### config.mk
export PLATFORM = sky130hd
export DESIGN_NAME = gdma_rd_engine
export DESIGN_NICKNAME = d
export VERILOG_FILES = /design/src/rtl/gdma_rd_engine.sv
export SDC_FILE = /design/constraint.sdc
export NUM_CORES = 1
export LEC_CHECK = 0
export BUFFER_PORTS_ARGS = -buffer_cell sky130_fd_sc_hd__buf_2
export CAP_MARGIN = 20
export CELL_PAD_IN_SITES_DETAIL_PLACEMENT = 0
export CELL_PAD_IN_SITES_GLOBAL_PLACEMENT = 1
export CORE_AREA = 2 2 183 185
export CTS_CLUSTER_SIZE = 16
export DETAILED_ROUTE_END_ITERATION = 12
export DIE_AREA = 0 0 185 187
export HOLD_SLACK_MARGIN = 0.12
export PLACE_DENSITY_LB_ADDON = 0.05
export SKIP_LAST_GASP = 1
export SYNTH_ARGS = -nofsm -noshare
export SYNTH_HDL_FRONTEND = slang
export SYNTH_SLANG_ARGS = --single-unit
### constraint.sdc
create_clock -name clk -period 7.8 [get_ports clk]
set_input_delay 0.39 -clock clk [delete_from_list [all_inputs] [get_ports clk]]
set_output_delay 0.39 -clock clk [all_outputs]
set_load 0.03 [all_outputs]
### src/rtl/gdma_rd_engine.sv
// Purpose : GDMA read engine. Splits a byte range into AXI4 INCR read bursts
//           (at most 256 beats, never crossing a 4 KB page) and forwards the
//           returned R beats as an AXI-Stream toward the GTP transmit side.
// Latency : op_start -> arvalid 2 cycles; AR-to-AR min spacing 2 cycles;
//           R -> stream 0 cycles (combinational pass-through).
// Backpressure: tready drives rready in the same cycle; at most
//           MAX_OUTSTANDING bursts in flight, further ARs wait in HOLD.
//
// Ports:
//   clk, rst                   clock, asynchronous active-high reset
//   start_addr, length         byte start address, size code (beats = length[31:2]+1)
//   op_start                   start pulse, accepted only while gdma_done=1
//   gdma_done, rd_err          idle/complete flag, sticky R-response error flag
//   gdma_ddr_ar*               AXI4 AR channel (master)
//   gdma_ddr_r*                AXI4 R channel (master side)
//   gdma2gtp_t*                AXI-Stream toward GTP transmit
//
// Build option: define GDMA_RD_RRESP_CHECK_EN to flag non-OKAY R responses on
// rd_err; without it rd_err is tied low and rresp is ignored.

module gdma_rd_engine #(
    parameter int MAX_OUTSTANDING = 4
) (
    input  logic        clk,
    input  logic        rst,
    input  logic [48:0] start_addr,
    input  logic [31:0] length,
    input  logic        op_start,
    output logic        gdma_done,
    output logic        rd_err,
    output logic [48:0] gdma_ddr_araddr,
    output logic [7:0]  gdma_ddr_arlen,
    output logic [2:0]  gdma_ddr_arsize,
    output logic [1:0]  gdma_ddr_arburst,
    output logic        gdma_ddr_arvalid,
    input  logic        gdma_ddr_arready,
    input  logic [31:0] gdma_ddr_rdata,
    input  logic [1:0]  gdma_ddr_rresp,
    input  logic        gdma_ddr_rlast,
    input  logic        gdma_ddr_rvalid,
    output logic        gdma_ddr_rready,
    output logic        gdma2gtp_tvalid,
    input  logic        gdma2gtp_tready,
    output logic [31:0] gdma2gtp_tdata,
    output logic        gdma2gtp_tlast
);

    typedef enum logic [1:0] {IDLE, CALC, ADDR, HOLD} state_t;

    localparam logic [3:0] OUTST_MAX = 4'(MAX_OUTSTANDING);

    state_t      state_q, state_d;
    logic [46:0] waddr_q, waddr_d;       // current word address
    logic [30:0] rem_q, rem_d;           // beats still to be requested
    logic [30:0] total_q, total_d;       // beats in the whole transfer
    logic [30:0] rcv_q, rcv_d;           // beats received so far
    logic [8:0]  beats_q, beats_d;       // size of the burst being issued
    logic [3:0]  outst_q, outst_d;       // bursts issued but not fully returned
    logic        addr_done_q, addr_done_d;
    logic        rx_all_q, rx_all_d;
    logic        done_q, done_d;
    logic        arvalid_q, arvalid_d;
    logic [48:0] araddr_q, araddr_d;
    logic [7:0]  arlen_q, arlen_d;

    logic        accept;
    logic        ar_hs;
    logic        r_hs;
    logic        burst_ret;
    logic        room;
    logic        last_beat;
    logic [30:0] total_m1;
    logic [30:0] rem_after;
    logic [10:0] to_4k;
    logic [8:0]  cap;
    logic [8:0]  calc_beats;
    logic        unused_low;

    assign accept    = op_start && done_q;
    assign ar_hs     = arvalid_q && gdma_ddr_arready;
    assign r_hs      = gdma_ddr_rvalid && gdma2gtp_tready;
    // Guarded so stray rlast beats after a reset cannot underflow the count.
    assign burst_ret = r_hs && gdma_ddr_rlast && (outst_q != 4'd0);
    assign room      = outst_q < OUTST_MAX;
    assign total_m1  = total_q - 31'd1;
    assign last_beat = (rcv_q == total_m1);
    assign rem_after = rem_q - 31'(beats_q);

    // Words left before the next 4 KB boundary (1..1024), then clip to 256
    // and to what remains of the transfer.
    assign to_4k      = 11'd1024 - {1'b0, waddr_q[9:0]};
    assign cap        = (to_4k > 11'd256) ? 9'd256 : to_4k[8:0];
    assign calc_beats = (rem_q < {22'd0, cap}) ? rem_q[8:0] : cap;

    // Byte-lane bits of the address and size code carry no information.
    assign unused_low = ^{start_addr[1:0], length[1:0]};

    always_comb begin
        state_d     = state_q;
        waddr_d     = waddr_q;
        rem_d       = rem_q;
        total_d     = total_q;
        rcv_d       = rcv_q;
        beats_d     = beats_q;
        outst_d     = outst_q;
        addr_done_d = addr_done_q;
        rx_all_d    = rx_all_q;
        done_d      = done_q;
        arvalid_d   = arvalid_q;
        araddr_d    = araddr_q;
        arlen_d     = arlen_q;

        case (state_q)
            IDLE: begin
                if (accept) begin
                    state_d     = CALC;
                    waddr_d     = start_addr[48:2];
                    rem_d       = {1'b0, length[31:2]} + 31'd1;
                    total_d     = {1'b0, length[31:2]} + 31'd1;
                    rcv_d       = 31'd0;
                    rx_all_d    = 1'b0;
                    addr_done_d = 1'b0;
                    done_d      = 1'b0;
                end
            end
            CALC: begin
                beats_d  = calc_beats;
                araddr_d = {waddr_q, 2'b00};
                arlen_d  = 8'(calc_beats - 9'd1);
                if (room) begin
                    state_d   = ADDR;
                    arvalid_d = 1'b1;
                end else begin
                    state_d = HOLD;
                end
            end
            HOLD: begin
                if (room) begin
                    state_d   = ADDR;
                    arvalid_d = 1'b1;
                end
            end
            ADDR: begin
                if (ar_hs) begin
                    arvalid_d = 1'b0;
                    waddr_d   = waddr_q + 47'(beats_q);
                    rem_d     = rem_after;
                    if (rem_after != 31'd0) begin
                        state_d = CALC;
                    end else begin
                        state_d     = IDLE;
                        addr_done_d = 1'b1;
                    end
                end
            end
            default: state_d = IDLE;
        endcase

        case ({ar_hs, burst_ret})
            2'b10:   outst_d = outst_q + 4'd1;
            2'b01:   outst_d = outst_q - 4'd1;
            default: outst_d = outst_q;
        endcase

        // Beats seen while idle are passed through but not counted.
        if (r_hs && !done_q) begin
            rcv_d = rcv_q + 31'd1;
            if (last_beat) begin
                rx_all_d = 1'b1;
            end
        end

        if (!done_q && addr_done_d && rx_all_d && (outst_d == 4'd0)) begin
            done_d = 1'b1;
        end
    end

    always_ff @(posedge clk or posedge rst) begin
        if (rst) begin
            state_q     <= IDLE;
            waddr_q     <= '0;
            rem_q       <= '0;
            total_q     <= '0;
            rcv_q       <= '0;
            beats_q     <= '0;
            outst_q     <= '0;
            addr_done_q <= 1'b1;
            rx_all_q    <= 1'b1;
            done_q      <= 1'b1;
            arvalid_q   <= 1'b0;
            araddr_q    <= '0;
            arlen_q     <= '0;
        end else begin
            state_q     <= state_d;
            waddr_q     <= waddr_d;
            rem_q       <= rem_d;
            total_q     <= total_d;
            rcv_q       <= rcv_d;
            beats_q     <= beats_d;
            outst_q     <= outst_d;
            addr_done_q <= addr_done_d;
            rx_all_q    <= rx_all_d;
            done_q      <= done_d;
            arvalid_q   <= arvalid_d;
            araddr_q    <= araddr_d;
            arlen_q     <= arlen_d;
        end
    end

`ifdef GDMA_RD_RRESP_CHECK_EN
    logic err_q, err_d;

    always_comb begin
        err_d = err_q;
        if (accept) begin
            err_d = 1'b0;
        end else if (r_hs && !done_q && (gdma_ddr_rresp != 2'b00)) begin
            err_d = 1'b1;
        end
    end

    always_ff @(posedge clk or posedge rst) begin
        if (rst) begin
            err_q <= 1'b0;
        end else begin
            err_q <= err_d;
        end
    end

    assign rd_err = err_q;
`else
    logic unused_rresp;
    assign unused_rresp = ^gdma_ddr_rresp;
    assign rd_err       = 1'b0;
`endif

    assign gdma_done        = done_q;
    assign gdma_ddr_araddr  = araddr_q;
    assign gdma_ddr_arlen   = arlen_q;
    assign gdma_ddr_arsize  = 3'b010;
    assign gdma_ddr_arburst = 2'b01;
    assign gdma_ddr_arvalid = arvalid_q;

    assign gdma_ddr_rready  = gdma2gtp_tready;
    assign gdma2gtp_tvalid  = gdma_ddr_rvalid;
    assign gdma2gtp_tdata   = gdma_ddr_rdata;
    assign gdma2gtp_tlast   = !done_q && gdma_ddr_rvalid && last_beat;

endmodule

### Word level (Yosys, flattened, before mapping)

Cells that the tools add are included.

* $add $sub $neg: 9
* $lt $le $gt $ge: 3
* equal/unequal tests: 10
* muxes and demuxes: 32
* reduce and logical (&&, ||, !) cells: 29

Operator list (count)
* $mux 31: 5
* $mux 47: 2
* $pmux 47 s2: 1
* $pmux 31 s2: 1
* $add 47x9->47: 1
* $add 30x1->31 const B: 1
* $add 31x1->31 const B: 1
* $eq 31x31->1: 1
* $lt 31x9->1: 1
* $reduce_bool 31->1: 1
* $sub 31x1->31 const B: 1
* $sub 31x9->31: 1
* $mux 9: 2
* $mux 1: 14
* $reduce_bool 2->1: 6
* $gt 11x9->1 const B: 1
* $logic_and 1x1->1: 11
* $sub 11x10->11 const A: 1
* $reduce_and 3->1: 3
* $pmux 2 s4: 1
* $pmux 4 s2: 1
* $sub 8x1->8 const B: 1
* $eq 2x2->1 const B: 3
* $mux 2: 3
* 13 further kinds: 19

* flip-flop bits (word level): 214

### Longest topological paths before layout

* depth in word-level cells: 10
* gate-level depth with buffers: 26

### Worst setup path before layout

Ideal clock, no wire load.

* kind: register -> register
* start point: register waddr_q[1]
* end point: register arlen_q[6] (netlist: gdma_ddr_arlen[6])
* arrival time: 5.057 ns
* data required time: 7.717 ns
* slack: 2.660 ns
* stages on the path, launching flop included: 27
* path buffers: 2
* path through: dfrtp_1 -> inv_1 -> ha_1 -> or4b_2 -> nor4_1 -> mux2i_1 -> o41ai_1 -> and2_1 -> buf_2 -> nand2_1 -> ha_1 -> a21o_1 -> a21o_1 -> a21oi_1 -> o21ai_0 -> nor2_1 -> nor2b_1 -> buf_2 -> nor3_1 -> a21oi_1 -> ha_1 -> inv_1 -> or4b_2 -> xor2_1 -> nand2_1 -> o21ai_0 -> o21ai_0

* word-level cells in the longest chain between the ends: 6

RTL lines
* from (decl): RTL line 53 `logic [46:0] waddr_q, waddr_d;`
* from (signal assigned): RTL line 195 `waddr_q <= waddr_d;`
* $sub 11x10->11 (*): RTL line 91 `assign to_4k = 11'd1024 - {1'b0, waddr_q[9:0]};`
* $gt 11x9->1: RTL line 92 `assign cap = (to_4k > 11'd256) ? 9'd256 : to_4k[8:0];`
* $mux 9 (*): RTL line 92
* $lt 31x9->1: RTL line 93 `assign calc_beats = (rem_q < {22'd0, cap}) ? rem_q[8:0] : cap;`
* $mux 9 (*): RTL line 93
* $sub 8x1->8 (*): RTL line 129 `arlen_d = 8'(calc_beats - 9'd1);`
* to (signal assigned): RTL line 206 `arlen_q <= arlen_d;`
* to (decl): RTL line 64 `logic [7:0] arlen_q, arlen_d;`

Mark *: on every way between the ends. The rest lies on a longest branch, timed or not.
A chain may end at the register's enable or synchronous reset.

### Final worst setup path

* start point: register waddr_q[0]
* end point: register arlen_q[6] (netlist: gdma_ddr_arlen[6])

Same word-level chain as after synthesis.

==> metrics.cfg <==
[status]
outcome = completed

[clock_tree]
cts_made_buffers = 26
cts_setup_buffers = 0
cts_tree = done
cts_hold_buffers = 15
clock_latency_ps = 560
path_clk_slew_ps = 60
cts_sinks = 214
root_buffer = clkbuf_16
clk_path_buf_depth = 3
ctsResizeCount = 0
htreeDepth = 1

[floorplanning]
die_w_um = 185
boundaryPins = 222
rows = 67
core_area_um2 = 32900
die_area_um2 = 34600
start_util_pct = 42.1
chipHeight_um = 187

[logic_synthesis]
synth_area_leaders = dfrtp_1 38%, nand2_1 5.1%, o21ai_0 4.8%
synth_edf_count = 0
async_flop_share_pct = 100
ys_warn_count = 0
synth_flop_cell = dfrtp_1
netlist_instances = 1617
yosysSeqAreaShare_pct = 38.7
yosysUniqueCellTypes = 75
syn-cell-area_um2 = 13800
yosysMostFrequentCell = dfrtp_1
synth_top_cell_area_share_pct = 38.2
synth_top_area_cell = dfrtp_1
avgSynthCellArea_um2 = 8.56
synth_common_cells = 211 x dfrtp_1, 188 x nand2_1, 134 x nor2_1
synth_seq_cells = 214

[sta]
finalCritPeriodShare_pct = 76.2
max_freq_ghz = 0.168
layout_setup_ws_ps = 1860
final.setup.tns_ps = 0
finalHoldViolCount = 0
period_minus_slack_ps = 5940
setup_viol = 0
worst_slew_pin_slew_ps = 910
relSlewSlack_pct = 39.3
drv_slew = 0
rsz0062_at_grt = false
fin_skew_ps = 24.9

[setup_path]
cp_data_required_time_ps = 8190
critPathMaxFanout = 27
arrival_ps = 6330
endpoint_kind = register
slowest_delay_ps = 630
cp-start-kind = register
worstSetupPathType = reg2reg
crit_slowest_cell = or4b_2

[finish]
seq_area_um2 = 5360
area_delta_synth_final_pct = 12.5
post-route-cell-area_um2 = 15600
multi_input_area_um2 = 7650
n_fill_cell = 3320
drive_gt1_share_pct = 15.9
fin_util_pct = 47.4
antennaDiodeCount = 0
nNetsFinal = 1847

[power_and_ir_drop]
leakagePower_nw = 6.83
peakVddDrop_mv = 0.180
power_mw = 5.68
power_density_nw_per_um2 = 364

[placed_design]
dpl.hpwl_um = 28600
port_buffers = 143
gp_congestion = 0.856
placed_area_um2 = 14600
pre_cts_ws_ps = 1850

[grt]
grt_use_total_pct = 23.2
gr-total-overflow = 0
grt_pass1_vias = 11707
antenna_found_initial = 0
grt_max_degree = 99
grt_pass1_wl_um = 64500

[routing]
drtPass1Iterations = 5
route.detailed.drc = 0
viasPerCell = 5.65
routed_wirelength_um = 40400
routed-via-count = 12138
wl_per_cell_um = 18.8
final_antenna_net_count = 0
drtIter0Drc = 681

[min_path]
hp-class = in2reg

[flow_run]
cap_violations = 0

final cells by class:
type,instances,area share (%)
flip-flops and latches,214,34.4
repair buffers,176,6.44
well taps,448,3.60
multi-input cells,1220,49.1
clock inverters,4,0.361
clock buffers,39,4.88
inverters,49,1.23
layer usage:
metal / part of all wire [%] / up-vias / global-route usage, % / wire [um]
li1: - / 5928 / - / -
met1: 47 / 5842 / 32.7 / 19000
met2: 46 / 296 / 37.8 / 18700
met3: 4.5 / 72 / 3.04 / 1830
met4: 2.2 / 0 / 5.68 / 886
met5: 0 / - / 0 / 0
worst max-delay path: cells and delay by family, from the launching register on:
kind	cells	cell delay, ps
AO/OA/AOI/OAI	8	1130
flip-flops	1	450
XOR/XNOR	1	150
adder cells (fa/ha/maj)	3	790
buffers and inverters	3	610
multiplexers	1	300
AND/OR/NAND/NOR	9	2360
cells in the final DEF (no fill, tap or decap), types with 7 or more instances in the layout:
cell,synthesis,final
nor3_1,57,57
clkbuf_1,86,7
o31ai_1,14,14
nor2_1,134,133
a211oi_1,36,36
nand2b_1,11,9
o21a_1,7,7
clkbuf_16,0,26
a21oi_1,79,78
a31oi_1,11,11
dlygate4sd3_1,0,16
o211ai_1,18,18
mux2_2,43,43
nor4_1,30,30
buf_2,6,143
inv_1,49,48
mux2i_1,14,14
and2_1,9,9
buf_4,42,17
o21ai_0,133,133
xnor2_1,63,63
a32oi_1,11,11
nand3_1,55,55
xor2_1,35,35
conb_1,2,8
or4_1,16,16
and3_1,23,23
nor2b_1,15,14
or3_1,17,17
nand2_1,188,187
dfrtp_1,211,211
a21o_1,17,16
o22ai_1,8,8
ha_1,35,35
nand4_1,23,23
or2_2,8,8
a311oi_1,9,9
state kept, by name, indices dropped and copies added (netlist names):
signal / cells
total_q: 31
gdma_ddr_arvalid: 1
waddr_q: 47
beats_q: 9
rcv_q: 31
gdma_ddr_arlen: 8
rx_all_q: 1
gdma_ddr_araddr: 47
addr_done_q: 1
rem_q: 31
outst_q: 4
state_q: 2
gdma_done: 1
cell families (layout without fill, tap and decap cells):
| group | count (synthesis) | in the layout | synth area share (%) |
|---|---|---|---|
| AO/OA/AOI/OAI | 401 | 401 | 18.6 |
| XOR/XNOR | 98 | 98 | 6.20 |
| adder cells (fa/ha/maj) | 38 | 38 | 3.60 |
| buffers and inverters | 189 | 268 | 6.48 |
| flip-flops | 214 | 214 | 38.7 |
| multiplexers | 57 | 57 | 4.51 |
| other | 2 | 8 | 0.0543 |
| AND/OR/NAND/NOR | 618 | 618 | 21.8 |
report_power, final:
group	switching, mW	total (mW)	internal (mW)
logic	1.55	2.55	1.00
registers	0.468	1.94	1.48
clock network	0.485	1.18	0.698
total	2.50	5.68	3.17
stage by stage:
step | hold WS (ps) | instances
floorplan | 451 | 1623
finish | 137 | 2150
global placement | 455 | 2091
global route | 146 | 2150
CTS | 121 | 2149
detailed placement | 460 | 2091
final timing paths:
check                                         startpoint                              end  slack, ps  cells past startpoint
max                               waddr_q[0]$_DFFE_PP0P_    gdma_ddr_arlen[6]$_DFFE_PP0P_       1860                     25
min                                        start_addr[2]           waddr_q[0]$_DFFE_PP0P_        140                      3
max reg2reg                       waddr_q[0]$_DFFE_PP0P_    gdma_ddr_arlen[6]$_DFFE_PP0P_       1860                     25
min reg2reg                gdma_ddr_arlen[3]$_DFFE_PP0P_    gdma_ddr_arlen[3]$_DFFE_PP0P_        470                      1
max in group asynchronous                            rst           waddr_q[9]$_DFFE_PP0P_       5920                      4
min in group asynchronous                            rst  gdma_ddr_araddr[47]$_DFFE_PP0P_        510                      3
Power figures use the tool's default switching activity.
